==> src/rtl/mac_acc_if.sv <==
// Handshake and multiplier bus bundle for the MAC accumulate stage.
// The slave modport is the accumulator's view; the master modport is the surrounding environment.
interface mac_acc_if #(
    parameter int unsigned OPSIZE = 8,
    parameter int unsigned ACCW   = 20,
    parameter int unsigned CNTW   = 8
);
    logic                  in_valid;
    logic                  in_ready;
    logic [OPSIZE-1:0]     in_a;
    logic [OPSIZE-1:0]     in_b;
    logic                  in_last;
    logic                  mul_start;
    logic [OPSIZE-1:0]     mul_a;
    logic [OPSIZE-1:0]     mul_b;
    logic [2*OPSIZE-1:0]   mul_out;
    logic                  mul_ready;
    logic                  out_valid;
    logic                  out_ready;
    logic [ACCW-1:0]       out_acc;
    logic                  out_sat;
    logic [CNTW-1:0]       out_count;

    modport slave (
        input  in_valid, in_a, in_b, in_last, mul_out, mul_ready, out_ready,
        output in_ready, mul_start, mul_a, mul_b, out_valid, out_acc, out_sat, out_count
    );

    modport master (
        output in_valid, in_a, in_b, in_last, mul_out, mul_ready, out_ready,
        input  in_ready, mul_start, mul_a, mul_b, out_valid, out_acc, out_sat, out_count
    );
endinterface

==> src/rtl/mac_acc.sv <==
// MAC accumulate stage: drives the sequential multiplier one term at a time and
// saturating-accumulates the products into a result.
module mac_acc #(
    parameter int unsigned OPSIZE = 8,
    parameter int unsigned ACCW   = 20,
    parameter int unsigned LEN    = 4,
    parameter int unsigned CNTW   = 8
) (
    input  logic     clk,
    input  logic     rst_n,
    mac_acc_if.slave bus
);
    localparam int unsigned SW = ACCW + 1;
    localparam logic [ACCW-1:0] ACC_MAX = {1'b0, {(ACCW-1){1'b1}}};
    localparam logic [ACCW-1:0] ACC_MIN = {1'b1, {(ACCW-1){1'b0}}};

    typedef enum logic [2:0] {IDLE, ISSUE, WAIT_BUSY, WAIT_DONE, ACCUM, OUTPUT} state_t;

    state_t              state, state_nxt;
    logic [ACCW-1:0]     acc, acc_nxt;
    logic [CNTW-1:0]     count, count_nxt;
    logic                sat, sat_nxt;
    logic [OPSIZE-1:0]   mul_a_r, mul_a_nxt, mul_b_r, mul_b_nxt;
    logic                last_r, last_nxt;
    logic                mul_start_r, out_valid_r;
    logic                in_ready_c;
    logic signed [SW-1:0] sum;

    // Never accept while the multiplier is still busy: it keeps running through our reset.
    assign in_ready_c = (state == IDLE) && bus.mul_ready && rst_n;

    always_ff @(posedge clk or negedge rst_n) begin
        if (!rst_n) begin
            state       <= IDLE;
            acc         <= '0;
            count       <= '0;
            sat         <= 1'b0;
            mul_a_r     <= '0;
            mul_b_r     <= '0;
            last_r      <= 1'b0;
            mul_start_r <= 1'b0;
            out_valid_r <= 1'b0;
        end else begin
            state       <= state_nxt;
            acc         <= acc_nxt;
            count       <= count_nxt;
            sat         <= sat_nxt;
            mul_a_r     <= mul_a_nxt;
            mul_b_r     <= mul_b_nxt;
            last_r      <= last_nxt;
            mul_start_r <= (state_nxt == ISSUE);
            out_valid_r <= (state_nxt == OUTPUT);
        end
    end

    always_comb begin
        state_nxt = state;
        acc_nxt   = acc;
        count_nxt = count;
        sat_nxt   = sat;
        mul_a_nxt = mul_a_r;
        mul_b_nxt = mul_b_r;
        last_nxt  = last_r;
        // One extra bit is enough to see overflow of an in-range acc plus an in-range product.
        sum = SW'(signed'(acc)) + SW'(signed'(bus.mul_out));
        case (state)
            IDLE: begin
                if (bus.in_valid && in_ready_c) begin
                    mul_a_nxt = bus.in_a;
                    mul_b_nxt = bus.in_b;
                    last_nxt  = bus.in_last;
                    state_nxt = ISSUE;
                end
            end
            ISSUE:     state_nxt = WAIT_BUSY;
            WAIT_BUSY: if (!bus.mul_ready) state_nxt = WAIT_DONE;
            WAIT_DONE: if (bus.mul_ready) state_nxt = ACCUM;
            ACCUM: begin
                if (sum[SW-1] != sum[SW-2]) begin
                    acc_nxt = sum[SW-1] ? ACC_MIN : ACC_MAX;
                    sat_nxt = 1'b1;
                end else begin
                    acc_nxt = sum[ACCW-1:0];
                end
                count_nxt = count + CNTW'(1);
                if (last_r || (LEN != 0 && count_nxt == CNTW'(LEN)))
                    state_nxt = OUTPUT;
                else
                    state_nxt = IDLE;
            end
            OUTPUT: begin
                if (bus.out_ready) begin
                    acc_nxt   = '0;
                    count_nxt = '0;
                    sat_nxt   = 1'b0;
                    state_nxt = IDLE;
                end
            end
            default: state_nxt = IDLE;
        endcase
    end

    assign bus.in_ready  = in_ready_c;
    assign bus.mul_start = mul_start_r;
    assign bus.mul_a     = mul_a_r;
    assign bus.mul_b     = mul_b_r;
    assign bus.out_valid = out_valid_r;
    assign bus.out_acc   = acc;
    assign bus.out_sat   = sat;
    assign bus.out_count = count;
endmodule

==> src/flat_wrapper.sv <==
// flat-port wrapper written by rule: the top's interface ports become plain ports
module mac_acc_flat 
#(
    parameter int unsigned OPSIZE = 8,
    parameter int unsigned ACCW   = 20,
    parameter int unsigned LEN    = 4,
    parameter int unsigned CNTW   = 8
)
  (clk, rst_n, bus_in_valid, bus_in_a, bus_in_b, bus_in_last, bus_mul_out, bus_mul_ready, bus_out_ready, bus_in_ready, bus_mul_start, bus_mul_a, bus_mul_b, bus_out_valid, bus_out_acc, bus_out_sat, bus_out_count);
  mac_acc_if #(.OPSIZE(OPSIZE), .ACCW(ACCW), .CNTW(CNTW)) bus_i ();
  input  logic clk;
  input  logic rst_n;
  input wire logic [$bits(bus_i.in_valid)-1:0] bus_in_valid;
  input wire logic [$bits(bus_i.in_a)-1:0] bus_in_a;
  input wire logic [$bits(bus_i.in_b)-1:0] bus_in_b;
  input wire logic [$bits(bus_i.in_last)-1:0] bus_in_last;
  input wire logic [$bits(bus_i.mul_out)-1:0] bus_mul_out;
  input wire logic [$bits(bus_i.mul_ready)-1:0] bus_mul_ready;
  input wire logic [$bits(bus_i.out_ready)-1:0] bus_out_ready;
  output wire logic [$bits(bus_i.in_ready)-1:0] bus_in_ready;
  output wire logic [$bits(bus_i.mul_start)-1:0] bus_mul_start;
  output wire logic [$bits(bus_i.mul_a)-1:0] bus_mul_a;
  output wire logic [$bits(bus_i.mul_b)-1:0] bus_mul_b;
  output wire logic [$bits(bus_i.out_valid)-1:0] bus_out_valid;
  output wire logic [$bits(bus_i.out_acc)-1:0] bus_out_acc;
  output wire logic [$bits(bus_i.out_sat)-1:0] bus_out_sat;
  output wire logic [$bits(bus_i.out_count)-1:0] bus_out_count;
  assign bus_i.in_valid = bus_in_valid;
  assign bus_i.in_a = bus_in_a;
  assign bus_i.in_b = bus_in_b;
  assign bus_i.in_last = bus_in_last;
  assign bus_i.mul_out = bus_mul_out;
  assign bus_i.mul_ready = bus_mul_ready;
  assign bus_i.out_ready = bus_out_ready;
  assign bus_in_ready = bus_i.in_ready;
  assign bus_mul_start = bus_i.mul_start;
  assign bus_mul_a = bus_i.mul_a;
  assign bus_mul_b = bus_i.mul_b;
  assign bus_out_valid = bus_i.out_valid;
  assign bus_out_acc = bus_i.out_acc;
  assign bus_out_sat = bus_i.out_sat;
  assign bus_out_count = bus_i.out_count;
  mac_acc #(.OPSIZE(OPSIZE), .ACCW(ACCW), .LEN(LEN), .CNTW(CNTW)) u_core (.clk(clk), .rst_n(rst_n), .bus(bus_i));
endmodule
==> config.mk <==
export PLATFORM = sky130hd
export DESIGN_NAME = mac_acc_flat
export DESIGN_NICKNAME = d
export VERILOG_FILES = /design/src/rtl/mac_acc_if.sv /design/src/rtl/mac_acc.sv /design/src/flat_wrapper.sv
export SDC_FILE = /design/constraint.sdc
export NUM_CORES = 1
export LEC_CHECK = 0
export CAP_MARGIN = 20
export CORE_MARGIN = 4
export CORE_UTILIZATION = 50
export CTS_BUF_LIST = sky130_fd_sc_hd__clkbuf_4
export CTS_CLUSTER_SIZE = 14
export DETAILED_ROUTE_END_ITERATION = 12
export GPL_TIMING_DRIVEN = 0
export PLACE_DENSITY_LB_ADDON = 0.25
export SLEW_MARGIN = 20
export SYNTH_ARGS = -nofsm -noshare
export SYNTH_HDL_FRONTEND = slang
export SYNTH_SLANG_ARGS = --single-unit
==> constraint.sdc <==
create_clock -name clk -period 4.1 [get_ports clk]
set_input_delay 1.23 -clock clk [delete_from_list [all_inputs] [get_ports clk]]
set_output_delay 1.23 -clock clk [all_outputs]
set_load 0.01 [all_outputs]
; Yosys cells after proc, flatten, opt, wreduce, memory -nomap -nowiden
; Index checks and enable logic that the tools add are counted.
[op_classes]
mul = 0
div = 0
n_addsub = 2
shifts = 0
bitwise = 0
n_mux = 15
eq_ne = 11
reduce_logical = 9
order_cmp = 0
[ops]
columns = cell, count
row1 = 20-bit two-way mux, 3
row2 = 20-bit case mux with 2 select lines, 1
row3 = 20-bit by 16-bit adder with 21-bit output, 1
row4 = 3-bit case mux with 6 select lines, 1
row5 = 8-bit case mux with 2 select lines, 1
row6 = 3-bit two-way mux, 5
row7 = 3-bit == test (second input constant), 3
row8 = 8-bit by 1-bit adder with 8-bit output (second input constant), 1
row9 = 8-bit by 3-bit == test with 1-bit output (second input constant), 1
row10 = 8-bit two-way mux, 1
row11 = 3-bit by 1-bit == test with 1-bit output (second input constant), 2
row12 = 3-bit by 2-bit == test with 1-bit output (second input constant), 2
row13 = 2-bit AND reduction, 2
row14 = 1-bit logical AND, 3
row15 = 3-bit logical NOT, 1
row16 = 3-bit AND reduction, 1
row17 = 1-bit two-way mux, 2
row18 = 2-bit by 1-bit inequality test with 1-bit output (second input constant), 1
row19 = 2-bit inequality test (second input constant), 1
row20 = 1-bit case mux with 2 select lines, 1
row21 = 2-bit nonzero test, 1
row22 = 1-bit logical OR, 1
row23 = 1-bit inequality test, 1
[word_totals]
romBits = 0
memories = 0
latch_bits = 0
ramBits = 0
inputBits = 38
ff_bits = 51
output_inout_bits = 48

; Logic depth before layout (Yosys ltp)
; Gate-level depths: netlist of the first run.
[logic_depth]
depth_word = 7
mapped_depth = 12
depth_no_buf = 11

; Worst setup path after synthesis of the first run
; No wires, ideal clock.
[synth_timing]
path_kind = in2reg
startpoint = input bus_mul_out[0]
endpoint = register u_core.acc[3], in the netlist u_core.bus.out_acc[3]
stages = 11
arrival_time_ps = 3198
path_slack_ps = 819
required_time_ps = 4017
path_cell_list = ha_1 inv_1 fa_1 nor2b_1 o211ai_1 nand3b_1 a31oi_1 a31o_2 buf_2 maj3_1 o21ai_0
[synth_via]
elab_chain_cells = 4
[synth_rtl]
columns = element, line
row1 = from (decl), flat_wrapper.sv:17  ; input wire logic [$bits(bus_i.mul_out)-1:0] bus_mul_out;
row2 = 20-bit by 16-bit adder with 21-bit output (*), mac_acc.sv:65  ; sum = SW'(signed'(acc)) + SW'(signed'(bus.mul_out));
row3 = 20-bit two-way mux or 1-bit inequality test (tied branches), "mac_acc.sv:80, mac_acc.sv:79"
row4 = 20-bit two-way mux (*), mac_acc.sv:79  ; if (sum[SW-1] != sum[SW-2]) begin
row5 = 20-bit case mux with 2 select lines (*), mac_acc.sv:66  ; case (state)
row6 = to (signal assigned), mac_acc.sv:45  ; acc <= acc_nxt;
row7 = to (decl), mac_acc.sv:20  ; logic [ACCW-1:0] acc, acc_nxt;
; Mark *: on every way between the ends. The rest lies on a longest branch, timed or not.
; A chain may end at the register's enable or synchronous reset.

; Worst setup path after layout of the first run
[layout_timing]
startpoint = input rst_n
endpoint = output bus_in_ready
[layout_via]
elab_chain_cells = 1
[layout_rtl]
columns = element, line
row1 = from (decl), flat_wrapper.sv:12  ; input logic rst_n;
row2 = 1-bit logical AND, mac_acc.sv:30  ; assign in_ready_c = (state == IDLE) && bus.mul_ready && rst_n;
row3 = to (decl), flat_wrapper.sv:20  ; output wire logic [$bits(bus_i.in_ready)-1:0] bus_in_ready;
; No other way between the ends.

==> results of run 1 <==
[cell families (layout without fill, tap and decap cells)]
logic type / Yosys count / count (layout)
AO/OA/AOI/OAI: 100 / 100
XOR/XNOR: 19 / 19
adder cells (fa/ha/maj): 30 / 30
buffers and inverters: 21 / 113
flip-flops: 51 / 51
multiplexers: 1 / 1
AND/OR/NAND/NOR: 161 / 161
[routing by layer]
layer / vias up / global-route usage / share of wire
li1: 1522 / - / -
met1: 1423 / 0.252 / 0.41
met2: 111 / 0.373 / 0.48
met3: 19 / 0.0512 / 0.082
met4: 0 / 0.0893 / 0.023
met5: - / 0 / 0
[layout make-up]
class | instances | area, sq um
clock buffer | 6 | 45.0
buffer | 9 | 36.3
clock inverter | 1 | 30.0
multi-input combinational | 311 | 1880
tap | 77 | 96.3
sequential | 51 | 1280
inverter | 12 | 45.0
timing repair buffer | 85 | 848
fill | 557 | 2060
[flip-flops by register name (all words and copies together) (netlist names)]
| name | cells |
|---|---|
| u_core.bus.out_acc | 20 |
| u_core.bus.out_valid | 1 |
| u_core.bus.mul_start | 1 |
| u_core.bus.mul_a | 8 |
| u_core.bus.out_sat | 1 |
| u_core.bus.mul_b | 8 |
| u_core.last_r | 1 |
| u_core.state | 3 |
| u_core.bus.out_count | 8 |
[stage by stage]
| stage | instance area [sq um] | utilization | TNS (ps) | setup slack (ps) |
|---|---|---|---|---|
| 6_report | 4260 | 0.674 | 0 | 200 |
| 5_1_grt | 4260 | 0.674 | 0 | 39.9 |
| 4_1_cts | 4260 | 0.674 | 0 | 151 |
| 3_5_place_dp | 4180 | 0.662 | -265 | -76.2 |
| 3_3_place_gp | 4180 | 0.663 | -13880 | -1560 |
| 2_1_floorplan | 3240 | - | 0 | 819 |
[worst register-to-register path: cells and delay by family (launching register included)]
family	cells	cell delay, ps
compound gates	4	1080
fa+ha+maj	1	400
flops	1	470
simple gates	4	820
[power breakdown]
group,switching (mW),internal [mW]
combinational,1.08,1.01
sequential,0.205,0.721
clock,0.159,0.133
total,1.45,1.86
[Yosys cell counts, drive strengths merged, types with 2 or more instances]
cell	n	area share
a21oi	27	0.043
or3	3	0.0058
o21a	3	0.0070
a21boi	2	0.0046
nand4	4	0.0077
a21o	3	0.0073
nand3b	2	0.0046
inv	11	0.013
xnor2	11	0.030
o211a	2	0.0062
nand2	98	0.12
o21bai	3	0.0070
nand3	15	0.023
clkbuf	8	0.0097
a31oi	7	0.014
o31ai	2	0.0046
dfrtp	51	0.39
nor3	2	0.0031
nor2b	3	0.0058
maj3	8	0.025
and3	4	0.0077
o211ai	4	0.015
and2	3	0.0058
nor2	21	0.027
xor2	8	0.022
o21ai	37	0.057
ha	21	0.081
nand2b	3	0.0058
[worst paths after layout]
path	startpoint	end	slack [ps]	depth (start not counted)
max reg2reg	u_core.bus.out_acc[17]	u_core.bus.out_acc[16]	1210	9
min reg2reg	u_core.bus.mul_a[7]	u_core.bus.mul_a[7]	490	2
min in group asynchronous	rst_n	u_core.bus.out_acc[6]	870	1
min	u_core.bus.mul_a[7]	u_core.bus.mul_a[7]	490	2
max	rst_n	bus_in_ready	200	4
max in group asynchronous	rst_n	u_core.bus.out_count[7]	2780	1
==> summary.md, run 1 <==
| Metric | Value |
|---|---|
| Outcome | finished clean |
| Post-DP HPWL | 6200 microns |
| Clk buf depth | 2 |
| Vias in the first global route | 2989 |
| Final setup vio count | 0 |
| Die height | 88.4 microns |
| WL final | 8230 microns |
| Via count | 3075 |
| Site Rows | 29 |
| XOR/XNOR Fraction of Synth Area | 0.0514 |
| Most frequent cells in the layout | nand2_1, clkdlybuf4s50_1, dfrtp_1, o21ai_0, a21oi_1 |
| Hold WC Path Type | flip-flop to flip-flop |
| Mux share of post-synthesis cell area | 0.00309 |
| Wire length per cell | 14.9 microns |
| Die W | 88.4 microns |
| Num CTS Buffers | 5 |
| Leakage | 1.94 nW |
| Initial antenna violation count | 0 |
| Simple-Gate Fraction of Synth Area | 0.220 |
| Worst-margin pin slew | 654 ps |
| CP max FO | 52 |
| Detailed Route Iter0 Violations | 130 |
| Achievable Freq | 256 MHz |
| Syn. warnings | 0 |
| Commonest non-fill, non-tap cell in the layout | nand2_1 |
| Slew headroom | 0.564 |
| Power density over the cells | 778 nW/um^2 |
| RSZ-0062 raised after global routing | false |
| Worst-skew pair later-pin latency | 360 ps |
| Adder-Cell Fraction of Synth Area | 0.112 |
| CP top delay family | buffers and inverters |
| Number of nets in the layout | 535 |
| Fin cells | 552 |
| Hold Vio Cnt, Final | 0 |
| First-pass GRT wire length | 13200 microns |
| EDFF count, synth | 0 |
| Post-synth ARST share | 1.00 |
| Crit path kind | input pin to primary output |
| CP max stage cell | clkdlybuf4s50_1 |
| H-tree depth | 2 |
| Cts hold-fix bufs | 0 |
| Post-synthesis sequential area ratio | 0.394 |
| RePlAce Congestion | 1.01 |
| Placed cell count | 545 |
| Synth Flop Type | dfrtp_1 |
| Clk_skew | 13.9 ps |
| Post-CTS Setup Inserts | 0 |
| Residual DRC | 0 |
| Die area | 7820 sq um |
| Syn Inst Count | 383 |
| Worst-path clk slew | 130 ps |
| Total track usage | 0.214 |
| Final Max Slew Viols | 0 |
| Vias per cell | 5.57 |
| Syn-to-layout area delta | 31.5% |
| DRT antenna net count | 0 |
| Share of cells above drive strength 1 | 0.0421 |
| Tot Pwr | 3.31 mW |
| Arr. time, crit path | 2670 ps |
| DR pass1 iterations | 4 |
| Pin count of the biggest net entering global routing | 53 |
| Core area | 6310 sq um |
| CP max stage delay | 560 ps |
| Synth Area in Compound Gates | 0.194 |
| Seq cells post-synth | 51 |
| Crit path buffers/inverters | 2 |
| Antenna diode count | 0 |
| Worst VDD drop | 0.357 mV |
| Initial Util | 0.512 |
| Post-CTS sizing | 0 |
| CTS sink cnt | 51 |
| Port Buffer Count | 85 |
| Clk Tree Root Cell | clkbuf_4 |
| Min Hold Slack | 488 ps |
| Congestion Overflow GR | 0 |
| Startpoint Class | input pin |
| CP endpoint kind | primary output |
| Synthesized area | 3240 sq um |
| Worst Path Required | 2870 ps |
| CTS tree | yes |
| Period Utilization, post-route | 0.951 |
| Mapped Nets | 443 |
| Unique masters post-synth | 52 |
| Min Tclk post-route | 3900 ps |
| Top Ports | 86 |
| Main combinational cell family by area after synthesis | simple AND/OR/NAND/NOR gates |
| Crit path cell chain | buf_4 > nand3_1 > nor2_1 > clkdlybuf4s50_1 |
| Number of max-cap violations | 0 |
| Mean Syn Cell Area | 8.45 sq um |
(Power assumes the default switching activity.)
==> inputs of run 2 (changes only) <==
--- a/config.mk
+++ b/config.mk
@@ -5,10 +5,10 @@
 export SDC_FILE = /design/constraint.sdc
 export NUM_CORES = 1
 export LEC_CHECK = 0
-export CAP_MARGIN = 20
+export CAP_MARGIN = 15
 export CORE_MARGIN = 4
 export CORE_UTILIZATION = 50
-export CTS_BUF_LIST = sky130_fd_sc_hd__clkbuf_4
+export CTS_BUF_LIST = sky130_fd_sc_hd__clkbuf_8 sky130_fd_sc_hd__clkbuf_16
 export CTS_CLUSTER_SIZE = 14
 export DETAILED_ROUTE_END_ITERATION = 12
 export GPL_TIMING_DRIVEN = 0
==> summary.md, run 2 (synthesis gave the netlist of run 1 again) <==
| Metric | Value |
|---|---|
| Clk buf depth | 2 |
| Most frequent cells in the layout | nand2_1, clkdlybuf4s50_1, dfrtp_1, o21ai_0, a21oi_1 |
| Outcome | finished clean |
| Vias in the first global route | 2984 |
| Number of max-cap violations | 0 |
| Achievable Freq | 257 MHz |
| Syn-to-layout area delta | 32.4% |
| Post-CTS Setup Inserts | 0 |
| Gate power share | 0.623 |
| Die W | 88.4 microns |
| WL final | 8370 microns |
| Min Tclk post-route | 3890 ps |
| Worst setup startpoint | rst_n |
| Power density over the cells | 788 nW/um^2 |
| Total track usage | 0.217 |
| Share of cells above drive strength 1 | 0.0400 |
| Internal | 1.91 mW |
| CTS sink cnt | 51 |
| Hold Vio Cnt, Final | 0 |
| Wire length per cell | 15.2 microns |
| RePlAce Congestion | 1.01 |
| Clock power share | 0.103 |
| P_sw | 1.47 mW |
| Clk_skew | 13.9 ps |
| Slew headroom | 0.567 |
| Congestion Overflow GR | 0 |
| Final setup vio count | 0 |
| CP max FO | 52 |
| Post-CTS sizing | 0 |
| Initial Util | 0.512 |
| Final Max Slew Viols | 0 |
| Clk Tree Root Cell | clkbuf_8 |
| Die height | 88.4 microns |
| DR pass1 iterations | 4 |
| H-tree depth | 2 |
| Worst-path clk slew | 90 ps |
| Reg-to-reg slack, setup | 1220 ps |
| Startpoint Class | input pin |
| Via count | 3093 |
| Cells on worst reg2reg path | 9 |
| DRT antenna net count | 0 |
| Worst VDD drop | 0.403 mV |
| Commonest non-fill, non-tap cell in the layout | nand2_1 |
| Worst r2r src | u_core.bus.out_acc[17] |
| Arr. time, crit path | 2660 ps |
| Hold Path Origin | u_core.bus.mul_a[7] |
| Crit path kind | input pin to primary output |
| Antenna diode count | 0 |
| Top Ports | 86 |
| RSZ-0062 raised after global routing | false |
| Design area | 4280 sq um |
| Worst-margin pin slew | 649 ps |
| Site Rows | 29 |
| Cts hold-fix bufs | 0 |
| DP Area | 4180 sq um |
| Hold WC Path Type | flip-flop to flip-flop |
| Worst Path Required | 2870 ps |
| Leakage | 1.95 nW |
| Period Utilization, post-route | 0.950 |
| Tot Pwr | 3.38 mW |
| Detailed Route Iter0 Violations | 136 |
| Post-DP HPWL | 6200 microns |
| First-pass GRT wire length | 13300 microns |
| Pin count of the biggest net entering global routing | 53 |
| Final Util | 0.678 |
| Max reg flops | 20 |
| Worst R2R End | u_core.bus.out_acc[16] |
| Worst-skew pair later-pin latency | 310 ps |
| Vias per cell | 5.60 |
| Crit path capture | bus_in_ready |
| Num CTS Buffers | 5 |
| Residual DRC | 0 |
| Port Buffer Count | 85 |
| Initial antenna violation count | 0 |
| Core area | 6310 sq um |
| CTS tree | yes |
| CP endpoint kind | primary output |
| Sequential share of power | 0.274 |
| Switching Fraction | 0.435 |
| Die area | 7820 sq um |
| Number of nets in the layout | 535 |
==> run 2: changes by cell type in the layout (fill, tap and decap cells not counted), sizes merged <==
cell | previous run | this run
clkbuf | 14 | 13
inv | 11 | 12
==> run 2: worst min path at each step <==
stage | endpoint | cells past startpoint | slack, ps
floorplan | u_core.last_r | 2 | 450
global placement | u_core.bus.mul_b[0] | 2 | 460
detailed placement | u_core.bus.mul_a[3] | 2 | 460
CTS | u_core.bus.mul_b[4] | 2 | 480
global route | u_core.bus.mul_a[7] | 2 | 500
finish | u_core.bus.mul_a[7] | 2 | 480
==> run 2: metal layers <==
metal	wire length [microns]	share of wire	track usage	up-vias
li1	-	-	-	1524
met1	3420	0.41	0.249	1424
met2	4010	0.48	0.379	120
met3	686	0.082	0.0624	25
met4	256	0.031	0.0907	0
met5	0	0	0	-
==> run 2: critical path, cell delays in order <==
cell             delay (ps)
buf_4                   510
nand3_1                 150
nor2_1                  180
clkdlybuf4s50_1         560
==> run 2: layout make-up <==
| cell class | instances | area (sq um) |
|---|---|---|
| fillers | 547 | 2030 |
| flip-flops and latches | 51 | 1280 |
| inverters | 12 | 45.0 |
| repair buffers | 85 | 848 |
| clock buffers | 5 | 68.8 |
| clock inverters | 2 | 33.8 |
| multi-input cells | 311 | 1880 |
| plain buffers | 9 | 36.3 |
| well taps | 77 | 96.3 |
==> run 2: power by group through the flow <==
| stage | Sequential, mW | Combinational [mW] | Clock (mW) |
|---|---|---|---|
| 2_1_floorplan | 0.996 | 1.24 | 0 |
| 3_3_place_gp | 0.925 | 2.03 | 0 |
| 5_1_grt | 0.957 | 2.31 | 0.373 |
| 3_5_place_dp | 0.935 | 2.08 | 0 |
| 4_1_cts | 0.927 | 2.10 | 0.350 |
| 6_report | 0.925 | 2.10 | 0.348 |
==> run 2: per-stage QoR <==
| stage | worst slack (ps) | TNS (ps) | hold WS, ps | cells |
|---|---|---|---|---|
| finish | 205 | 0 | 477 | 552 |
| global route | 40.3 | 0 | 500 | 552 |
| CTS | 153 | 0 | 483 | 552 |
| detailed placement | -76.2 | -265 | 462 | 545 |
| global placement | -1560 | -13880 | 458 | 545 |
| floorplan | 819 | 0 | 447 | 383 |
